==> config.mk <==
export PLATFORM = sky130hd
export DESIGN_NAME = dmem_arbiter
export DESIGN_NICKNAME = d
export VERILOG_FILES = /design/src/rtl/dmem_arbiter.sv
export SDC_FILE = /design/constraint.sdc
export NUM_CORES = 1
export LEC_CHECK = 0
export CORE_AREA = 2 2 269 271
export DETAILED_ROUTE_END_ITERATION = 10
export DIE_AREA = 0 0 271 273
export GPL_ROUTABILITY_DRIVEN = 1
export SKIP_LAST_GASP = 1
export SLEW_MARGIN = 20
export SYNTH_ARGS = -nofsm -noshare
export SYNTH_HDL_FRONTEND = slang
export SYNTH_SLANG_ARGS = --single-unit
==> constraint.sdc <==
create_clock -name clk -period 2.4 [get_ports clk]
set_clock_uncertainty 0.05 [all_clocks]
set_input_delay 0.72 -clock clk [delete_from_list [all_inputs] [get_ports clk]]
set_output_delay 0.72 -clock clk [all_outputs]
set_load 0.005 [all_outputs]
==> src/rtl/dmem_arbiter.sv <==
// Two-port round-robin arbiter for the single-ported data memory: latches the
// winning request, drives one access cycle, and returns a registered response.
module dmem_arbiter #(
    parameter int ADDR_W = 64,
    parameter int DATA_W = 64
) (
    input  logic                   clk,
    input  logic                   rst,
    input  logic [1:0]             req_i,
    input  logic [1:0]             we_i,
    input  logic [1:0]             ld_i,
    input  logic [1:0][7:0]        sel_i,
    input  logic [1:0][2:0]        func3_i,
    input  logic [1:0][ADDR_W-1:0] addr_i,
    input  logic [1:0][DATA_W-1:0] wdata_i,
    output logic                   ready_o,
    output logic [1:0]             gnt_o,
    output logic [1:0]             rvalid_o,
    output logic [DATA_W-1:0]      rdata_o,
    output logic                   rexc_en_o,
    output logic [3:0]             rexc_code_o,
    output logic [ADDR_W-1:0]      rexc_val_o,
    output logic                   m_we,
    output logic                   m_ld,
    output logic [7:0]             m_sel,
    output logic [2:0]             m_func3,
    output logic [ADDR_W-1:0]      m_addr,
    output logic [DATA_W-1:0]      m_wdata,
    input  logic [DATA_W-1:0]      m_rdata,
    input  logic                   m_exc_en,
    input  logic [3:0]             m_exc_code,
    input  logic [ADDR_W-1:0]      m_exc_val
);

    typedef enum logic {
        IDLE   = 1'b0,
        ACCESS = 1'b1
    } state_e;

    state_e              state_q, state_d;
    logic                last_q, last_d;
    logic                port_q, port_d;
    logic                we_q, we_d;
    logic                ld_q, ld_d;
    logic [7:0]          sel_q, sel_d;
    logic [2:0]          func3_q, func3_d;
    logic [ADDR_W-1:0]   addr_q, addr_d;
    logic [DATA_W-1:0]   wdata_q, wdata_d;
    logic [1:0]          rvalid_q, rvalid_d;
    logic [DATA_W-1:0]   rdata_q, rdata_d;
    logic                rexc_en_q, rexc_en_d;
    logic [3:0]          rexc_code_q, rexc_code_d;
    logic [ADDR_W-1:0]   rexc_val_q, rexc_val_d;
    logic                win_s;

    // Arbitration, request latching and response capture.
    always_comb begin
        state_d     = state_q;
        last_d      = last_q;
        port_d      = port_q;
        we_d        = we_q;
        ld_d        = ld_q;
        sel_d       = sel_q;
        func3_d     = func3_q;
        addr_d      = addr_q;
        wdata_d     = wdata_q;
        rvalid_d    = 2'b00;
        rdata_d     = rdata_q;
        rexc_en_d   = rexc_en_q;
        rexc_code_d = rexc_code_q;
        rexc_val_d  = rexc_val_q;
        ready_o     = 1'b0;
        gnt_o       = 2'b00;

        // On a tie the port that did not win last time gets the memory.
        if (req_i == 2'b11) begin
            win_s = ~last_q;
        end else begin
            win_s = req_i[1];
        end

        case (state_q)
            IDLE: begin
                ready_o = 1'b1;
                if ((req_i != 2'b00) && !rst) begin
                    gnt_o   = win_s ? 2'b10 : 2'b01;
                    state_d = ACCESS;
                    last_d  = win_s;
                    port_d  = win_s;
                    we_d    = we_i[win_s];
                    ld_d    = ld_i[win_s] & ~we_i[win_s];
                    sel_d   = sel_i[win_s];
                    func3_d = func3_i[win_s];
                    addr_d  = addr_i[win_s];
                    wdata_d = wdata_i[win_s];
                end else begin
                    state_d = IDLE;
                end
            end
            ACCESS: begin
                state_d  = IDLE;
                rvalid_d = port_q ? 2'b10 : 2'b01;
                rdata_d  = ld_q ? m_rdata : {DATA_W{1'b0}};
                if (we_q || ld_q) begin
                    rexc_en_d   = m_exc_en;
                    rexc_code_d = m_exc_code;
                    rexc_val_d  = m_exc_val;
                end else begin
                    rexc_en_d   = 1'b0;
                    rexc_code_d = 4'd0;
                    rexc_val_d  = {ADDR_W{1'b0}};
                end
            end
            default: begin
                state_d = IDLE;
            end
        endcase
    end

    // State, latched request fields and registered response.
    always_ff @(posedge clk) begin
        if (rst) begin
            state_q     <= IDLE;
            last_q      <= 1'b1;
            port_q      <= 1'b0;
            we_q        <= 1'b0;
            ld_q        <= 1'b0;
            sel_q       <= 8'd0;
            func3_q     <= 3'd0;
            addr_q      <= {ADDR_W{1'b0}};
            wdata_q     <= {DATA_W{1'b0}};
            rvalid_q    <= 2'b00;
            rdata_q     <= {DATA_W{1'b0}};
            rexc_en_q   <= 1'b0;
            rexc_code_q <= 4'd0;
            rexc_val_q  <= {ADDR_W{1'b0}};
        end else begin
            state_q     <= state_d;
            last_q      <= last_d;
            port_q      <= port_d;
            we_q        <= we_d;
            ld_q        <= ld_d;
            sel_q       <= sel_d;
            func3_q     <= func3_d;
            addr_q      <= addr_d;
            wdata_q     <= wdata_d;
            rvalid_q    <= rvalid_d;
            rdata_q     <= rdata_d;
            rexc_en_q   <= rexc_en_d;
            rexc_code_q <= rexc_code_d;
            rexc_val_q  <= rexc_val_d;
        end
    end

    // Reset kills an in-flight access immediately so no store can commit.
    assign m_we        = (state_q == ACCESS) && we_q && !rst;
    assign m_ld        = (state_q == ACCESS) && ld_q && !rst;
    assign m_sel       = sel_q;
    assign m_func3     = func3_q;
    assign m_addr      = addr_q;
    assign m_wdata     = wdata_q;
    assign rvalid_o    = rvalid_q;
    assign rdata_o     = rdata_q;
    assign rexc_en_o   = rexc_en_q;
    assign rexc_code_o = rexc_code_q;
    assign rexc_val_o  = rexc_val_q;

endmodule

==> results.yml, run 1 <==
outcome:
  status: "finished clean"
final_layout:
  final_cell_area_mm2: 0.01862
  nets: 1913
  area_growth_pct: 99.84
  drive_above_1_share_pct: 7.576
  fin_cells: 2468
  insertedDiodeCount: 0
sta:
  worst_slew_pin_slew_ps: 764.4
  slew_viol_final: 0
  period_needed_ps: 2366
  post-route-period-util_pct: 98.58
  finalSetupViolCount: 0
  fin_ws_ps: 34.02
  hold_violations: 0
  holdWs_ps: 401.0
  timing.slew.headroom_pct: 49.04
  max_freq_mhz: 422.7
  tns_ps: 0
yosys:
  synth_common_cells: "dfxtp_1 (279), nor2_1 (142), a222oi_1 (139)"
  yosys_most_used_dff: "dfxtp_1"
  ys_seq_area_share_pct: 59.94
  synth-seq-cells: 279
  synth_cells: 811
  synth_top_area_share_pct: 59.94
  synth_area_leaders: "dfxtp_1 (60%), a222oi_1 (15%), a22o_1 (13%)"
  synthArstFlopShare_pct: 0
  synth_edf_count: 0
  synth_most_common_cell: "dfxtp_1"
  ys_types: 23
  synth_top_area_cell: "dfxtp_1"
  syn_area_mm2: 0.009318
  synth.net_count: 1230
  yosys_warnings: 0
  syn_area_per_cell_um2: 11.49
clock_tree:
  clk_pin_slew_ps: 60
  cts_max_path_buffers: 3
  h-tree-depth: 2
  clk-insertion-delay-late_ps: 530
  ctsHoldBuffers: 0
  cts_buffers: 35
  cts_tree: "built"
  cts_root_buf: "clkbuf_16"
  cts_num_sinks: 279
critical_path:
  reg2regPathDepth: 9
  crit_path_max_incr_delay_ps: 280
  path_buf_inv: 3
  cp_cell_sequence: "buf_4 -> clkinvlp_4 -> and3_2 -> clkdlybuf4s15_1"
  crit_family: "buffers and inverters"
  crit_cells: 4
  worst_setup_path_start_kind: "input port"
  cp_max_fo: 4
  critPathSlowestCell: "and3_2"
  r2r_setup_slack_ps: 100
  r2r_start: "state_q$_SDFF_PP0_"
  crit_type: "in -> out"
  setup.worst_path.end_class: "primary output"
  r2r-end: "m_addr[6]$_SDFFE_PP0P_"
  critPathRequiredTime_ps: 1630
  critPathArrivalTime_ps: 1600
global_route:
  grt_pass1_wl_um: 63210
  grt.total_usage_pct: 11.02
  antenna_found_initial: 3
  overflow: 0
  grt_max_degree: 134
  grt_pass1_vias: 10170
drt:
  via_count: 10120
  wl_per_cell_um: 17.83
  drtPass1Iterations: 10
  viasPerCell: 4.100
  ant_nets: 0
  wl_um: 43990
  drc: 0
  drtIter0Drc: 1033
job:
  drv_cap: 0
placed_design:
  pre_cts_ws_ps: -757.0
  post-dp-hpwl_um: 32380
  portBuffers: 697
  postPlaceCellArea_mm2: 0.01741
  placedCellCount: 2402
  routabilityCongestion: 0.8577
pwr:
  max-vdd-ir-drop_mv: 0.3517
  total_leakage_power_nw: 6.779
  power.density_mw_per_mm2: 653.9
hold_path:
  hold_class: "reg -> reg"
  worst_hold_path.num_cells: 1
  worstHoldEndpoint: "rvalid_o[0]$_SDFF_PP0_"
  min-delay-start: "port_q$_SDFFE_PP0P_"
floorplanning:
  die_h_um: 273
  die_w_um: 271
  pin_count: 698
  rows: 98
  start_util_pct: 13.12
  core_area_mm2: 0.07100
  die_area_mm2: 0.07398
==> per-stage QoR <==
step           total power (W)  utilization [%]
2_1_floorplan         0.005596                -
3_3_place_gp          0.006925            24.52
3_5_place_dp          0.006954            24.52
4_1_cts                0.01242            26.22
5_1_grt                0.01273            26.23
6_report               0.01218            26.23
==> cells in the final DEF (no fill, tap or decap), types with 2 or more instances in the layout <==
| cell | n |
|---|---|
| clkdlybuf4s50_1 | 689 |
| dfxtp_1 | 277 |
| nor2_1 | 141 |
| a222oi_1 | 139 |
| a22o_1 | 134 |
| clkbuf_16 | 35 |
| buf_4 | 31 |
| clkinv_2 | 9 |
| buf_12 | 9 |
| nand2_1 | 5 |
| clkbuf_8 | 5 |
| clkbuf_1 | 4 |
| a21oi_1 | 3 |
| bufinv_16 | 3 |
| buf_6 | 3 |
| and3_1 | 2 |
| clkinv_8 | 2 |
| clkdlybuf4s15_1 | 2 |
| dlygate4sd2_1 | 2 |
==> logic make-up (layout without fill, tap and decap cells) <==
kind of cell,after synthesis,after routing,synth area share [%]
simple gates,156,156,6.660
flops,279,279,59.94
buf+inv,95,802,5.250
compound gates,281,281,28.15
==> repair_timing <==
action / CTS / global route
endpoints found under the setup margin: 6 / 2
setup buffers: 4 / 1
pin swaps: 3 / 3
gates resized for setup: 20 / 7
==> worst max path at each step <==
stage,from,end,slack (ps)
5_1_grt,last_q$_SDFFE_PP1P_,gnt_o[1],-0.3
3_5_place_dp,req_i[1],gnt_o[1],-760
4_1_cts,req_i[0],gnt_o[1],-150
6_report,rst,m_ld,30
2_1_floorplan,rst,m_ld,210
3_3_place_gp,req_i[1],gnt_o[1],-780
==> power breakdown <==
part	total [W]	switching [W]	internal [W]	leakage [nW]
clock network	0.00531	0.00213	0.00318	0.578
registers	0.00498	0.000135	0.00485	2.27
logic	0.00188	0.000671	0.00121	3.93
==> layout make-up <==
class,count,area [um2]
Sequential cell,279,5590
Clock inverter,17,196.4
Tap cell,950,1189
Fill cell,7361,52380
Clock buffer,44,959.7
Timing Repair Buffer,738,7391
Inverter,3,15.01
Multi-Input combinational cell,437,3279
==> sequential cells by signal, summed over array words and instances (netlist names), 2 cells and up <==
name	cells
rexc_code_o	4
rvalid_o	2
m_func3	3
rdata_o	64
m_addr	64
rexc_val_o	64
m_sel	8
m_wdata	64
==> per-layer routing <==
metal | global-route usage [%] | share of wire, % | up-vias
li1 | - | - | 4594
met1 | 13.55 | 41 | 4853
met2 | 18.35 | 48 | 601
met3 | 2.987 | 8.6 | 70
met4 | 4.144 | 2.9 | 0
met5 | 0 | 0 | -
(Power assumes the default switching activity.)
==> inputs of run 2 (changes only) <==
CAP_MARGIN = 0   (was default)
==> results of run 2 <==
No change in the layout: final DEF, timing and power equal those of run 1.
==> inputs of run 3 (changes only) <==
SKIP_LAST_GASP = default   (was 1)
==> results.yml, run 3 (synthesis gave the netlist of run 1 again) <==
final_layout:
  drive_above_1_share_pct: 7.515
  nets: 1912
  area_growth_pct: 99.76
  layout_commonest_cell: "clkdlybuf4s50_1"
  fin_cells: 2467
  mostFrequentLayoutCells: "clkdlybuf4s50_1 (689), dfxtp_1 (277), nor2_1 (141), a222oi_1 (139), a22o_1 (134)"
  fillers: 7361
  final_cell_area_mm2: 0.01861
  insertedDiodeCount: 0
critical_path:
  critPathSlowestCell: "and3_2"
  critPathRequiredTime_ps: 1630
  crit_path_max_incr_delay_ps: 280
  reg2regPathDepth: 8
  cp_max_fo: 4
  cp_cell_sequence: "buf_4 -> clkinvlp_4 -> and3_2 -> clkdlybuf4s15_1"
  worst_setup_path_start_kind: "input port"
  critPathArrivalTime_ps: 1590
  r2r-end: "m_addr[6]$_SDFFE_PP0P_"
  r2r_start: "state_q$_SDFF_PP0_"
  r2r_setup_slack_ps: 220
  setup.worst_path.end_class: "primary output"
  crit_type: "in -> out"
sta:
  tns_ps: 0
  worst_slew_pin_slew_ps: 786.2
  slew_viol_final: 0
  hold_violations: 0
  max_freq_mhz: 422.9
  post-route-period-util_pct: 98.53
  finalSetupViolCount: 0
  period_needed_ps: 2365
  timing.slew.headroom_pct: 47.59
job:
  drv_cap: 0
floorplanning:
  core_area_mm2: 0.07100
  start_util_pct: 13.12
  die_area_mm2: 0.07398
  die_w_um: 271
  pin_count: 698
  rows: 98
  die_h_um: 273
placed_design:
  routabilityCongestion: 0.8577
  placedCellCount: 2402
  post-dp-hpwl_um: 32380
  portBuffers: 697
  postPlaceCellArea_mm2: 0.01741
clock_tree:
  cts_root_buf: "clkbuf_16"
  clk-insertion-delay-late_ps: 530
  cts_buffers: 35
  cts_max_path_buffers: 3
  cts_num_sinks: 279
  h-tree-depth: 2
  cts_tree: "built"
  clk_pin_slew_ps: 60
hold_path:
  hold_class: "reg -> reg"
  worst_hold_path.num_cells: 1
  min-delay-start: "port_q$_SDFFE_PP0P_"
  worstHoldEndpoint: "rvalid_o[0]$_SDFF_PP0_"
drt:
  ant_nets: 0
  viasPerCell: 4.077
  wl_per_cell_um: 17.81
  drtIter0Drc: 1036
  drc: 0
  drtPass1Iterations: 11
  wl_um: 43940
  via_count: 10060
pwr:
  power.density_mw_per_mm2: 653.8
  max-vdd-ir-drop_mv: 0.3525
  total_leakage_power_nw: 6.774
outcome:
  status: "finished clean"
global_route:
  antenna_found_initial: 3
  grt_pass1_vias: 10170
  grt.total_usage_pct: 11.01
  grt_max_degree: 134
  overflow: 0
  grt_pass1_wl_um: 63160
run 3: final cells by class:
| class | count | area [um2] | share of cell area (%) |
|---|---|---|---|
| timing repair buffer | 737 | 7383 | 39.67 |
| sequential | 279 | 5590 | 30.03 |
| multi-input combinational | 437 | 3279 | 17.62 |
| tap | 950 | 1189 | 6.386 |
| clock buffer | 44 | 959.7 | 5.156 |
| clock inverter | 17 | 196.4 | 1.055 |
| inverter | 3 | 15.01 | 0.08067 |
run 3: how the worst max path moves through the flow:
| stage | startpoint | end | slack (ps) | depth (start not counted) |
|---|---|---|---|---|
| after floorplan | rst | m_ld | 210 | 4 |
| after global placement | req_i[1] | gnt_o[1] | -780 | 4 |
| after detailed placement | req_i[1] | gnt_o[1] | -760 | 4 |
| after CTS | req_i[1] | gnt_o[1] | -60 | 5 |
| final | rst | m_ld | 40 | 4 |
| after global routing | last_q$_SDFFE_PP1P_ | gnt_o[1] | -0.4 | 4 |
run 3: critical path, delay by kind of cell:
kind	cells	cell delay (ps)
buffers and inverters	3	590
AND/OR/NAND/NOR	1	280
run 3: power breakdown:
| part | switching [W] | internal, W |
|---|---|---|
| Sequential | 0.000135 | 0.00485 |
| Combinational | 0.000673 | 0.00121 |
| Clock | 0.00212 | 0.00318 |
| Total | 0.00293 | 0.00924 |
run 3: repair_timing:
action | CTS | global route
buffers inserted | 4 | 0
gates cloned | 0 | 0
resized for setup | 23 | 4
pin swaps | 3 | 2
hold buffers | 0 | 0
endpoints found under the setup margin | 6 | 2
run 3: metal layers:
metal	routed length (um)	GRT usage (%)	up-vias
li1	-	-	4589
met1	18050	13.54	4830
met2	20890	18.30	565
met3	3680	2.996	74
met4	1322	4.144	0
met5	0	0	-
run 3: metrics by stage:
stage	util [%]	power, W	hold slack [ps]	setup slack [ps]
2_1_floorplan	-	0.005596	362.9	206.8
3_3_place_gp	24.52	0.006925	389.9	-783.6
3_5_place_dp	24.52	0.006954	391.3	-757.0
4_1_cts	26.21	0.01242	400.4	-60.68
5_1_grt	26.22	0.01273	434.6	-0.3545
6_report	26.22	0.01217	401.3	35.36
